[config.mk]
export PLATFORM = sky130hd
export DESIGN_NAME = steer_en_dp_flat
export DESIGN_NICKNAME = d
export VERILOG_FILES = /design/src/rtl/steer_en_dp_if.sv /design/src/rtl/steer_en_dp.sv /design/src/flat_wrapper.sv
export SDC_FILE = /design/constraint.sdc
export NUM_CORES = 1
export LEC_CHECK = 0
export ABC_AREA = 1
export CAP_MARGIN = 30
export CORE_UTILIZATION = 40
export CTS_BUF_LIST = sky130_fd_sc_hd__clkbuf_16
export DETAILED_ROUTE_END_ITERATION = 7
export GPL_TIMING_DRIVEN = 0
export PLACE_DENSITY = 0.68
export SYNTH_ARGS = -nofsm -noshare
export SYNTH_HDL_FRONTEND = slang
export SYNTH_SLANG_ARGS = --single-unit
[constraint.sdc]
create_clock -name clk -period 5.3 [get_ports clk]
set_clock_uncertainty 0.15 [all_clocks]
set_input_delay 1.06 -clock clk [delete_from_list [all_inputs] [get_ports clk]]
set_output_delay 1.06 -clock clk [all_outputs]
set_load 0.05 [all_outputs]
[src/rtl/steer_en_dp_if.sv]
`default_nettype none
// ============================================================================
//  Module      : steer_en_dp_if
//  Description : Bundle between the load-cell front end / steering-enable SM
//                and the steering-enable datapath.
//  Revision    : 1.0 - initial release
// ============================================================================
interface steer_en_dp_if;
    logic [11:0] lft_ld;
    logic [11:0] rght_ld;
    logic        vld;
    logic        clr_tmr;
    logic        sum_gt_min;
    logic        sum_lt_min;
    logic        diff_gt_1_4;
    logic        diff_gt_15_16;
    logic        tmr_full;

    // Drives samples and timer clear, observes the flags
    modport master (
        output lft_ld, rght_ld, vld, clr_tmr,
        input  sum_gt_min, sum_lt_min, diff_gt_1_4, diff_gt_15_16, tmr_full
    );

    // The datapath itself
    modport slave (
        input  lft_ld, rght_ld, vld, clr_tmr,
        output sum_gt_min, sum_lt_min, diff_gt_1_4, diff_gt_15_16, tmr_full
    );
endinterface
`default_nettype wire

[src/rtl/steer_en_dp.sv]
`default_nettype none
// ============================================================================
//  Module      : steer_en_dp
//  Description : Steering-enable datapath. Captures left/right load-cell
//                samples, registers sum/difference comparison flags and runs
//                the rider-settle timer.
//                Optional macro STEER_FAST_SIM_EN shortens the timer terminal
//                count to 32767 for simulation (comparisons unaffected).
//  Revision    : 1.0 - initial release
// ============================================================================
module steer_en_dp #(
    parameter logic [12:0] MIN_RIDER_WT = 13'h200,
    parameter logic [12:0] HYST         = 13'h040,
    parameter logic [25:0] TMR_FULL_CNT = 26'd64999999
) (
    input  wire          clk,
    input  wire          rst,
    steer_en_dp_if.slave bus
);

`ifdef STEER_FAST_SIM_EN
    localparam logic [25:0] c_TERM_CNT = 26'd32767;
`else
    localparam logic [25:0] c_TERM_CNT = TMR_FULL_CNT;
`endif

    localparam logic [12:0] c_THR_HI = MIN_RIDER_WT + HYST;
    localparam logic [12:0] c_THR_LO = MIN_RIDER_WT - HYST;

    logic [11:0] r_lft;
    logic [11:0] r_rght;
    logic        r_vld_d;
    logic        r_sum_gt_min;
    logic        r_sum_lt_min;
    logic        r_diff_gt_1_4;
    logic        r_diff_gt_15_16;
    logic [25:0] r_tmr;

    logic [12:0] w_sum;
    logic [11:0] w_diff;
    logic [12:0] w_sum_qtr;
    logic [12:0] w_sum_15_16;

    // Stage 1: latch the sample pair and remember that a new pair arrived
    always_ff @(posedge clk) begin
        if (rst) begin
            r_lft   <= 12'd0;
            r_rght  <= 12'd0;
            r_vld_d <= 1'b0;
        end else begin
            r_vld_d <= bus.vld;
            if (bus.vld) begin
                r_lft  <= bus.lft_ld;
                r_rght <= bus.rght_ld;
            end
        end
    end

    // Sum/difference arithmetic on the captured pair; diff is larger minus smaller
    always_comb begin
        w_sum       = {1'b0, r_lft} + {1'b0, r_rght};
        w_diff      = (r_lft >= r_rght) ? (r_lft - r_rght) : (r_rght - r_lft);
        w_sum_qtr   = w_sum >> 2;
        w_sum_15_16 = w_sum - (w_sum >> 4);
    end

    // Stage 2: flags follow the captured pair one cycle after capture, else hold
    always_ff @(posedge clk) begin
        if (rst) begin
            r_sum_gt_min    <= 1'b0;
            r_sum_lt_min    <= 1'b1;
            r_diff_gt_1_4   <= 1'b0;
            r_diff_gt_15_16 <= 1'b0;
        end else if (r_vld_d) begin
            r_sum_gt_min    <= (w_sum > c_THR_HI);
            r_sum_lt_min    <= (w_sum < c_THR_LO);
            r_diff_gt_1_4   <= ({1'b0, w_diff} > w_sum_qtr);
            r_diff_gt_15_16 <= ({1'b0, w_diff} > w_sum_15_16);
        end
    end

    // Settle timer: clear has priority, otherwise count up and saturate
    always_ff @(posedge clk) begin
        if (rst) begin
            r_tmr <= 26'd0;
        end else if (bus.clr_tmr) begin
            r_tmr <= 26'd0;
        end else if (r_tmr != c_TERM_CNT) begin
            r_tmr <= r_tmr + 26'd1;
        end
    end

    assign bus.sum_gt_min    = r_sum_gt_min;
    assign bus.sum_lt_min    = r_sum_lt_min;
    assign bus.diff_gt_1_4   = r_diff_gt_1_4;
    assign bus.diff_gt_15_16 = r_diff_gt_15_16;
    assign bus.tmr_full      = (r_tmr == c_TERM_CNT);

endmodule
`default_nettype wire

[src/flat_wrapper.sv]
// flat-port wrapper written by rule: the top's interface ports become plain ports
module steer_en_dp_flat 
#(
    parameter logic [12:0] MIN_RIDER_WT = 13'h200,
    parameter logic [12:0] HYST         = 13'h040,
    parameter logic [25:0] TMR_FULL_CNT = 26'd64999999
)
  (clk, rst, bus_lft_ld, bus_rght_ld, bus_vld, bus_clr_tmr, bus_sum_gt_min, bus_sum_lt_min, bus_diff_gt_1_4, bus_diff_gt_15_16, bus_tmr_full);
  steer_en_dp_if bus_i ();
  input  wire clk;
  input  wire rst;
  input wire logic [$bits(bus_i.lft_ld)-1:0] bus_lft_ld;
  input wire logic [$bits(bus_i.rght_ld)-1:0] bus_rght_ld;
  input wire logic [$bits(bus_i.vld)-1:0] bus_vld;
  input wire logic [$bits(bus_i.clr_tmr)-1:0] bus_clr_tmr;
  output wire logic [$bits(bus_i.sum_gt_min)-1:0] bus_sum_gt_min;
  output wire logic [$bits(bus_i.sum_lt_min)-1:0] bus_sum_lt_min;
  output wire logic [$bits(bus_i.diff_gt_1_4)-1:0] bus_diff_gt_1_4;
  output wire logic [$bits(bus_i.diff_gt_15_16)-1:0] bus_diff_gt_15_16;
  output wire logic [$bits(bus_i.tmr_full)-1:0] bus_tmr_full;
  assign bus_i.lft_ld = bus_lft_ld;
  assign bus_i.rght_ld = bus_rght_ld;
  assign bus_i.vld = bus_vld;
  assign bus_i.clr_tmr = bus_clr_tmr;
  assign bus_sum_gt_min = bus_i.sum_gt_min;
  assign bus_sum_lt_min = bus_i.sum_lt_min;
  assign bus_diff_gt_1_4 = bus_i.diff_gt_1_4;
  assign bus_diff_gt_15_16 = bus_i.diff_gt_15_16;
  assign bus_tmr_full = bus_i.tmr_full;
  steer_en_dp #(.MIN_RIDER_WT(MIN_RIDER_WT), .HYST(HYST), .TMR_FULL_CNT(TMR_FULL_CNT)) u_core (.clk(clk), .rst(rst), .bus(bus_i));
endmodule
==> flow_summary.ini, run 1 <==
[logic_synthesis]
ys_seq_elements = 55
synth_top_area_frac = 0.201
syn_inst = 860
seq_area_frac_synth = 0.201
synth_area_leaders = dfxtp_1, ha_1, nand2_1
syn_area_um2 = 5470
ys_warn_count = 0
synth_cell_types = 46
syn_area_per_cell_um2 = 6.36
syn_nets = 957
synth_top_area_cell = dfxtp_1

[pwr]
powerDensity_nw_per_um2 = 288
p_leak_nw = 2.91
pwr-share-seq = 0.250
p_comb_frac = 0.546
p_sw_frac = 0.447
clkPwrFrac = 0.203
p_switching_uw = 795
vdd_ir_drop_max_mv = 0.143
intPower_uw = 983

[placed_design]
place_inst = 1068
place_congestion = 0.952
dpl.hpwl_mm = 11.8
placement.io_buffers = 32

[detailed_routing]
drtAntennaViolNets = 0
vias_per_cell = 5.12
wl_met2_mm = 5.91
drtPass1Iterations = 5
m1WireLength_mm = 7.27
wl_met3_um = 671
remaining_drc_errors = 0
wl_per_cell_um = 13.3
vias = 5509
maxUsedRoutingLayer = met4
drt-initial-drc-count = 517
drt-total-wl_mm = 14.3

[finish]
layoutNonFillerInstCount = 1076
area_growth_pct = 12.7
layout_common_cells = nand2_1, inv_1, a21oi_1
layout_commonest_cell = nand2_1
drive_above_1_share = 0.0744
finalNetCount = 996
fin_util = 0.464
antenna_cells = 0

[global_route]
grt_pass1_wl_mm = 23.9
grt_pass1_vias = 4968
grt-ovfl-total = 0
grt_usage = 0.210
grt_max_degree = 21
antenna_found_initial = 0

[cts]
cts_buffers = 5
htreeDepth = 2
insertion_delay_ns = 0.31
cts_setup_buffers = 0
cts.reportedPaths.clkPinSlew_ns = 0.08
cts_buffer_depth = 2
tritoncts = built
hold_buffers = 0
cts-resized-gates = 0
clk_root_buffer_cell = clkbuf_16
clkSinkCount = 55

[sta]
tightest_slew_ns = 0.666
setup_tns_ns = 0
post-route-min-period_ns = 4.49
maxSlewHeadroom = 0.556
finalSetupViolations = 0
post-route-period-util = 0.847
final-hold-violation-count = 0
hold-worst-slack_ns = 0.316
finalMaxSlewViolations = 0
rsz0062_at_grt = false
fmax_mhz = 223

[worst_setup_path]
crit_arrival_ns = 4.58
cp_max_fo = 4
cpPeakStageDelay_ns = 0.48
cp_common_cell = nand2_1
cpMaxStageDelayCell = fa_1
crit_required_ns = 5.39
cp_num_buf_inv = 4
cp_top_family = simple AND/OR/NAND/NOR gates
end_kind = register
critPathKind = register to register
setup.worst_path.start_class = register

[die]
fp.dieW_um = 119
initial_utilization = 0.412
core_area_um2 = 13300
die_h_um = 119
dieArea_um2 = 14200
ios = 33
fp-row-count = 42

[run_status]
status = completed

[job]
maxCapViolations = 0

[min_path]
hp-class = register to register
## sequential cells by signal (all words and copies together), names as in the netlist
name,cells
u_core.r_tmr,26
u_core.r_lft,12
u_core.r_rght,12
u_core.bus.diff_gt_15_16,1
u_core.bus.diff_gt_1_4,1
u_core.bus.sum_gt_min,1
u_core.bus.sum_lt_min,1
u_core.r_vld_d,1
## synthesized netlist by cell type, drive strengths merged
cell / n
nor2: 62
xnor2: 7
ha: 65
o31ai: 1
a31oi: 3
buf: 10
nor4: 5
a21boi: 1
clkbuf: 9
dfxtp: 55
nand3b: 1
fa: 4
o21bai: 6
o211ai: 2
a21oi: 82
mux2i: 1
xor2: 13
o21ai: 51
nand4: 21
inv: 136
or2: 2
clkinv: 1
nor3: 19
o21a: 1
a21o: 1
nand2: 220
o22ai: 1
and3: 1
a211oi: 4
nand3: 74
a221oi: 1
## worst register-to-register path, delay by kind of cell (launching register included)
kind | cells | cell delay (ns)
AO/OA/AOI/OAI | 3 | 0.29
XOR/XNOR | 1 | 0.15
adder cells (fa/ha/maj) | 4 | 1.41
buffers and inverters | 4 | 0.46
flip-flops | 1 | 0.43
AND/OR/NAND/NOR | 16 | 1.50
## metrics by stage
stage / setup WS (ns) / power, mW / cell area (µm²)
after global routing: 0.358 / 1.95 / 6170
final: 0.809 / 1.78 / 6170
after detailed placement: 0.811 / 1.42 / 6010
after floorplan: 1.39 / 1.19 / 5470
after global placement: 0.832 / 1.41 / 6010
after CTS: 0.773 / 1.78 / 6170
## layout make-up
cell class | count | area (µm²)
Timing Repair Buffer | 32 | 320
Buffer | 19 | 118
Inverter | 137 | 514
Tap cell | 176 | 220
Clock inverter | 3 | 28.8
Clock buffer | 5 | 125
Fill cell | 1440 | 7130
Multi-Input combinational cell | 649 | 3740
Sequential cell | 55 | 1100
## worst paths after layout
kind | start | end | slack (ns) | cells past startpoint
max | u_core.r_rght[1] | u_core.bus.diff_gt_15_16 | 0.81 | 28
min | u_core.bus.diff_gt_15_16 | u_core.bus.diff_gt_15_16 | 0.32 | 2
max reg2reg | u_core.r_rght[1] | u_core.bus.diff_gt_15_16 | 0.81 | 28
min reg2reg | u_core.bus.diff_gt_15_16 | u_core.bus.diff_gt_15_16 | 0.32 | 2
## metal layers
layer | vias up | global-route usage
met5 | - | 0
met2 | 139 | 0.315
li1 | 2892 | -
met1 | 2452 | 0.305
met3 | 26 | 0.0187
met4 | 0 | 0.0910
## cell families after synthesis
| family | after synthesis | share of synthesized area |
|---|---|---|
| mux | 1 | 0.00183 |
| fa+ha+maj | 69 | 0.163 |
| simple gates | 405 | 0.329 |
| flops | 55 | 0.201 |
| xor+xnor | 20 | 0.0334 |
| buf+inv | 156 | 0.115 |
| compound gates | 154 | 0.156 |
## power groups by stage
| stage | clock network [mW] | logic (mW) | registers [mW] |
|---|---|---|---|
| 6_report | 0.362 | 0.971 | 0.445 |
| 5_1_grt | 0.386 | 1.12 | 0.448 |
| 4_1_cts | 0.369 | 0.971 | 0.445 |
| 3_5_place_dp | 0 | 0.964 | 0.455 |
| 3_3_place_gp | 0 | 0.953 | 0.454 |
| 2_1_floorplan | 0 | 0.725 | 0.464 |
No activity file was read; power rests on OpenSTA's default activity.
==> inputs of run 2 (changes only) <==
clock period = 4.2 ns   (was 5.3 ns; I/O delays follow)
==> flow_summary.ini, run 2 (synthesis gave the netlist of run 1 again) <==
[cts]
htreeDepth = 2
cts_buffers = 5
clkSinkCount = 55
insertion_delay_ns = 0.31
cts.reportedPaths.clkPinSlew_ns = 0.08
hold_buffers = 0
clk_root_buffer_cell = clkbuf_16
cts_buffer_depth = 2
tritoncts = built

[placed_design]
place_congestion = 0.952
placement.io_buffers = 32
pre_cts_ws_ns = -0.289
dpl.hpwl_mm = 11.8

[pwr]
p_switching_mw = 1.11
p_sw_frac = 0.449
p_comb_frac = 0.589
powerDensity_nw_per_um2 = 366
intPower_mw = 1.37
vdd_ir_drop_max_mv = 0.185
p_leak_nw = 3.10
pwr-share-seq = 0.227
clkPwrFrac = 0.184

[worst_setup_path]
setup.worst_path.start_class = register
critPathKind = register to register
cp_common_cell = nand2_2
cpPeakStageDelay_ns = 0.39
end_kind = register
cp_max_fo = 4
crit_required_ns = 4.24
cpMaxStageDelayCell = fa_2
crit_arrival_ns = 4.06

[global_route]
grt-ovfl-total = 0
grt_pass1_wl_mm = 24.0
grt_max_degree = 21
antenna_found_initial = 0
grt_usage = 0.211
grt_pass1_vias = 4968

[die]
ios = 33
fp-row-count = 42
fp.dieW_um = 119
dieArea_um2 = 14200
initial_utilization = 0.412
die_h_um = 119
core_area_um2 = 13300

[detailed_routing]
drt-initial-drc-count = 521
drt-total-wl_mm = 15.3
wl_per_cell_um = 13.9
drtAntennaViolNets = 0
drtPass1Iterations = 6
remaining_drc_errors = 0
vias = 5762
vias_per_cell = 5.21

[finish]
fillers = 1361
layout_common_cells = nand2_1, inv_1, a21oi_1
layout_commonest_cell = nand2_1
seq_area_um2 = 1120
finalNetCount = 1025
antenna_cells = 0
area_growth_pct = 23.9
top_register = u_core.r_tmr
top_regs = u_core.r_tmr x26, u_core.r_lft x12, u_core.r_rght x12
drive_above_1_share = 0.188
largest_reg_flops = 26
multiInputGateArea_um2 = 4090

[sta]
post-route-period-util = 0.956
finalSetupViolations = 0
post-route-min-period_ns = 4.02
hold-worst-slack_ns = 0.316
fmax_mhz = 249
maxSlewHeadroom = 0.556
tightest_slew_ns = 0.666
setup_ws_ns = 0.184
final-hold-violation-count = 0
finalMaxSlewViolations = 0

[run_status]
status = completed

[min_path]
hp-class = register to register

[job]
maxCapViolations = 0
==> run 2: cell count changes in the layout (fill, tap and decap cells not counted), sizes merged <==
cell / before / now
buf: 10 / 39
==> run 2: cell type report <==
class	instances	area share
Buffer	19	0.0205
Clock buffer	5	0.0185
Clock inverter	3	0.00424
Inverter	137	0.0770
Multi-Input combinational cell	649	0.603
Sequential cell	55	0.166
Tap cell	176	0.0325
Timing Repair Buffer	61	0.0790
==> run 2: path summary, 6_finish.rpt <==
| check | slack, ns | from | cells past startpoint | to |
|---|---|---|---|---|
| max | 0.18 | u_core.r_lft[0] | 29 | u_core.bus.diff_gt_15_16 |
| min | 0.32 | u_core.bus.diff_gt_15_16 | 2 | u_core.bus.diff_gt_15_16 |
| max reg2reg | 0.18 | u_core.r_lft[0] | 29 | u_core.bus.diff_gt_15_16 |
| min reg2reg | 0.32 | u_core.bus.diff_gt_15_16 | 2 | u_core.bus.diff_gt_15_16 |
==> run 2: timing repair <==
item                       in CTS  in global routing
cloned                          0                  1
resized for setup              12                 95
setup endpoints to repair       1                  1
buffers inserted                0                 28
hold endpoints to repair        0                  0
pin swaps                       1                 42
==> run 2: critical path: cells and delay by family, from the launching register on <==
family / cells / cell delay [ns]
adder cells (fa/ha/maj): 5 / 1.39
XOR/XNOR: 1 / 0.14
AO/OA/AOI/OAI: 3 / 0.38
flip-flops: 1 / 0.37
buffers and inverters: 4 / 0.26
AND/OR/NAND/NOR: 16 / 1.22
==> run 2: routing by layer <==
metal  global-route usage  part of all wire
met1                0.305              0.49
met2                0.316              0.43
met3               0.0187             0.043
met4               0.0910             0.032
met5                    0                 0
==> run 2: power groups by stage <==
stage	Clock, mW	Sequential [mW]	Combinational, mW
after floorplan	0	0.586	0.914
after detailed placement	0	0.574	1.22
after global placement	0	0.573	1.20
final	0.457	0.565	1.46
after global routing	0.486	0.569	1.64
after CTS	0.465	0.562	1.24
==> run 2: through the flow <==
stage          utilization  cells  area (µm²)  power (mW)  setup TNS [ns]
2_1_floorplan            -    860        5470        1.50               0
3_3_place_gp         0.452   1068        6010        1.78          -0.268
3_5_place_dp         0.452   1068        6010        1.79          -0.289
4_1_cts              0.466   1076        6190        2.27               0
5_1_grt              0.510   1105        6780        2.69         -0.0653
6_report             0.510   1105        6780        2.48               0
==> inputs of run 3 (changes only) <==
CORE_UTILIZATION = 55   (was 40)
PLACE_DENSITY = 0.86   (was 0.68)
SLEW_MARGIN = 5   (was default)
==> flow_summary.ini, run 3 (synthesis gave the netlist of run 1 again) <==
[sta]
hold-worst-slack_ns = 0.318
fmax_mhz = 247
post-route-period-util = 0.964
maxSlewHeadroom = 0.575
finalMaxSlewViolations = 0
tightest_slew_ns = 0.637
rsz0062_at_grt = true
post-route-min-period_ns = 4.05
final-hold-violation-count = 0
finalSetupViolations = 0

[finish]
drive_above_1_share = 0.180
area_growth_pct = 21.9
antenna_cells = 0
top_register = u_core.r_tmr
layout_common_cells = nand2_1, inv_1, nand3_1
layout_commonest_cell = nand2_1
largest_reg_flops = 26
fin_util = 0.686
top_regs = u_core.r_tmr x26, u_core.r_lft x12, u_core.r_rght x12
finalNetCount = 1024

[worst_setup_path]
crit_required_ns = 4.24
setup.worst_path.start_class = register
end_kind = register
crit_arrival_ns = 4.09
cp_max_fo = 3
critPathKind = register to register

[global_route]
antenna_found_initial = 0
grt_pass1_vias = 5141
grt_pass1_wl_mm = 23.3
grt_max_degree = 20
grt-ovfl-total = 0
grt_usage = 0.285

[pwr]
powerDensity_nw_per_um2 = 375
total_power_mw = 2.50
p_leak_nw = 3.08
vdd_ir_drop_max_mv = 0.271

[placed_design]
placement.io_buffers = 32
place_congestion = 1.01
dpl.hpwl_mm = 11.4

[detailed_routing]
vias = 5825
drt-initial-drc-count = 413
drtAntennaViolNets = 0
remaining_drc_errors = 0
drt-total-wl_mm = 15.0
vias_per_cell = 5.49
wl_per_cell_um = 14.1
drtPass1Iterations = 5

[die]
core_area_um2 = 9730
die_h_um = 102
fp-row-count = 36
initial_utilization = 0.563
ios = 33
dieArea_um2 = 10400
fp.dieW_um = 102

[cts]
cts_buffer_depth = 2
insertion_delay_ns = 0.30
clk_root_buffer_cell = clkbuf_16
cts.reportedPaths.clkPinSlew_ns = 0.08
hold_buffers = 0
htreeDepth = 2
clkSinkCount = 55
tritoncts = built
cts_buffers = 5

[min_path]
hp-class = register to register

[job]
maxCapViolations = 0

[run_status]
status = completed
## run 3: changes by cell type in the layout (fill, tap and decap cells not counted), moves of 2 or more
cell / before / now
nand3_1: 66 / 69
nor2_2: 6 / 4
ha_1: 53 / 55
nand2_1: 189 / 191
nor2_1: 48 / 50
nand3_2: 8 / 5
ha_4: 11 / 9
## run 3: final timing paths
check | cells after the start | start | to | slack, ns
setup / recovery | 27 | u_core.r_lft[0] | u_core.bus.diff_gt_15_16 | 0.15
hold / removal | 2 | u_core.bus.sum_lt_min | u_core.bus.sum_lt_min | 0.32
setup reg to reg | 27 | u_core.r_lft[0] | u_core.bus.diff_gt_15_16 | 0.15
hold reg to reg | 2 | u_core.bus.sum_lt_min | u_core.bus.sum_lt_min | 0.32
## run 3: timing repair
item                       in CTS  in global routing
pin swaps                       0                 29
hold endpoints to repair        0                  0
resized for setup              13                 84
setup endpoints to repair       1                  1
setup buffers                   0                 28
## run 3: metal layers
layer  global-route usage  share of wire
met4                0.100          0.034
met3               0.0352          0.056
met2                0.466           0.45
met1                0.385           0.46
met5                    0              0
## run 3: layout make-up
type / instances / area [µm²]
plain buffers: 19 / 131
clock buffers: 5 / 125
clock inverters: 3 / 25.0
fillers: 855 / 3060
flip-flops and latches: 55 / 1120
repair buffers: 60 / 531
well taps: 133 / 166
inverters: 137 / 522
multi-input cells: 649 / 4050
## run 3: worst max-delay path: stages, from the launching register on
cell and delay (ns):
dfxtp_4 0.37, ha_4 0.13, inv_2 0.04, fa_2 0.38
inv_2 0.09, nand2_2 0.07, nand2_2 0.08, nand2_2 0.05
nand2_2 0.10, inv_4 0.05, ha_4 0.16, fa_2 0.39
nor2_1 0.12, nand3_1 0.10, nand2_2 0.10, nand2_2 0.07
nand2_2 0.08, nand2_2 0.06, o21ai_1 0.14, xnor2_1 0.09
ha_1 0.33, nand2_1 0.11, nor4_2 0.30, nand2_1 0.12
nand2_1 0.07, nor2_1 0.04, nand2_1 0.07, a21oi_2 0.05
## run 3: stage by stage
step	instance area [µm²]	cells	setup WS, ns	setup TNS, ns
after detailed placement	5960	1025	-0.351	-0.351
after global placement	5960	1025	-0.253	-0.253
after floorplan	5470	860	0.294	0
final	6670	1061	0.151	0
after global routing	6670	1061	-0.181	-0.181
after CTS	6140	1033	0.0248	0
## run 3: where the power goes
part	leakage (nW)	switching (mW)	internal (mW)	total, mW
sequential	0.455	0.0198	0.545	0.564
combinational	2.55	0.906	0.594	1.50
clock	0.0708	0.209	0.226	0.435
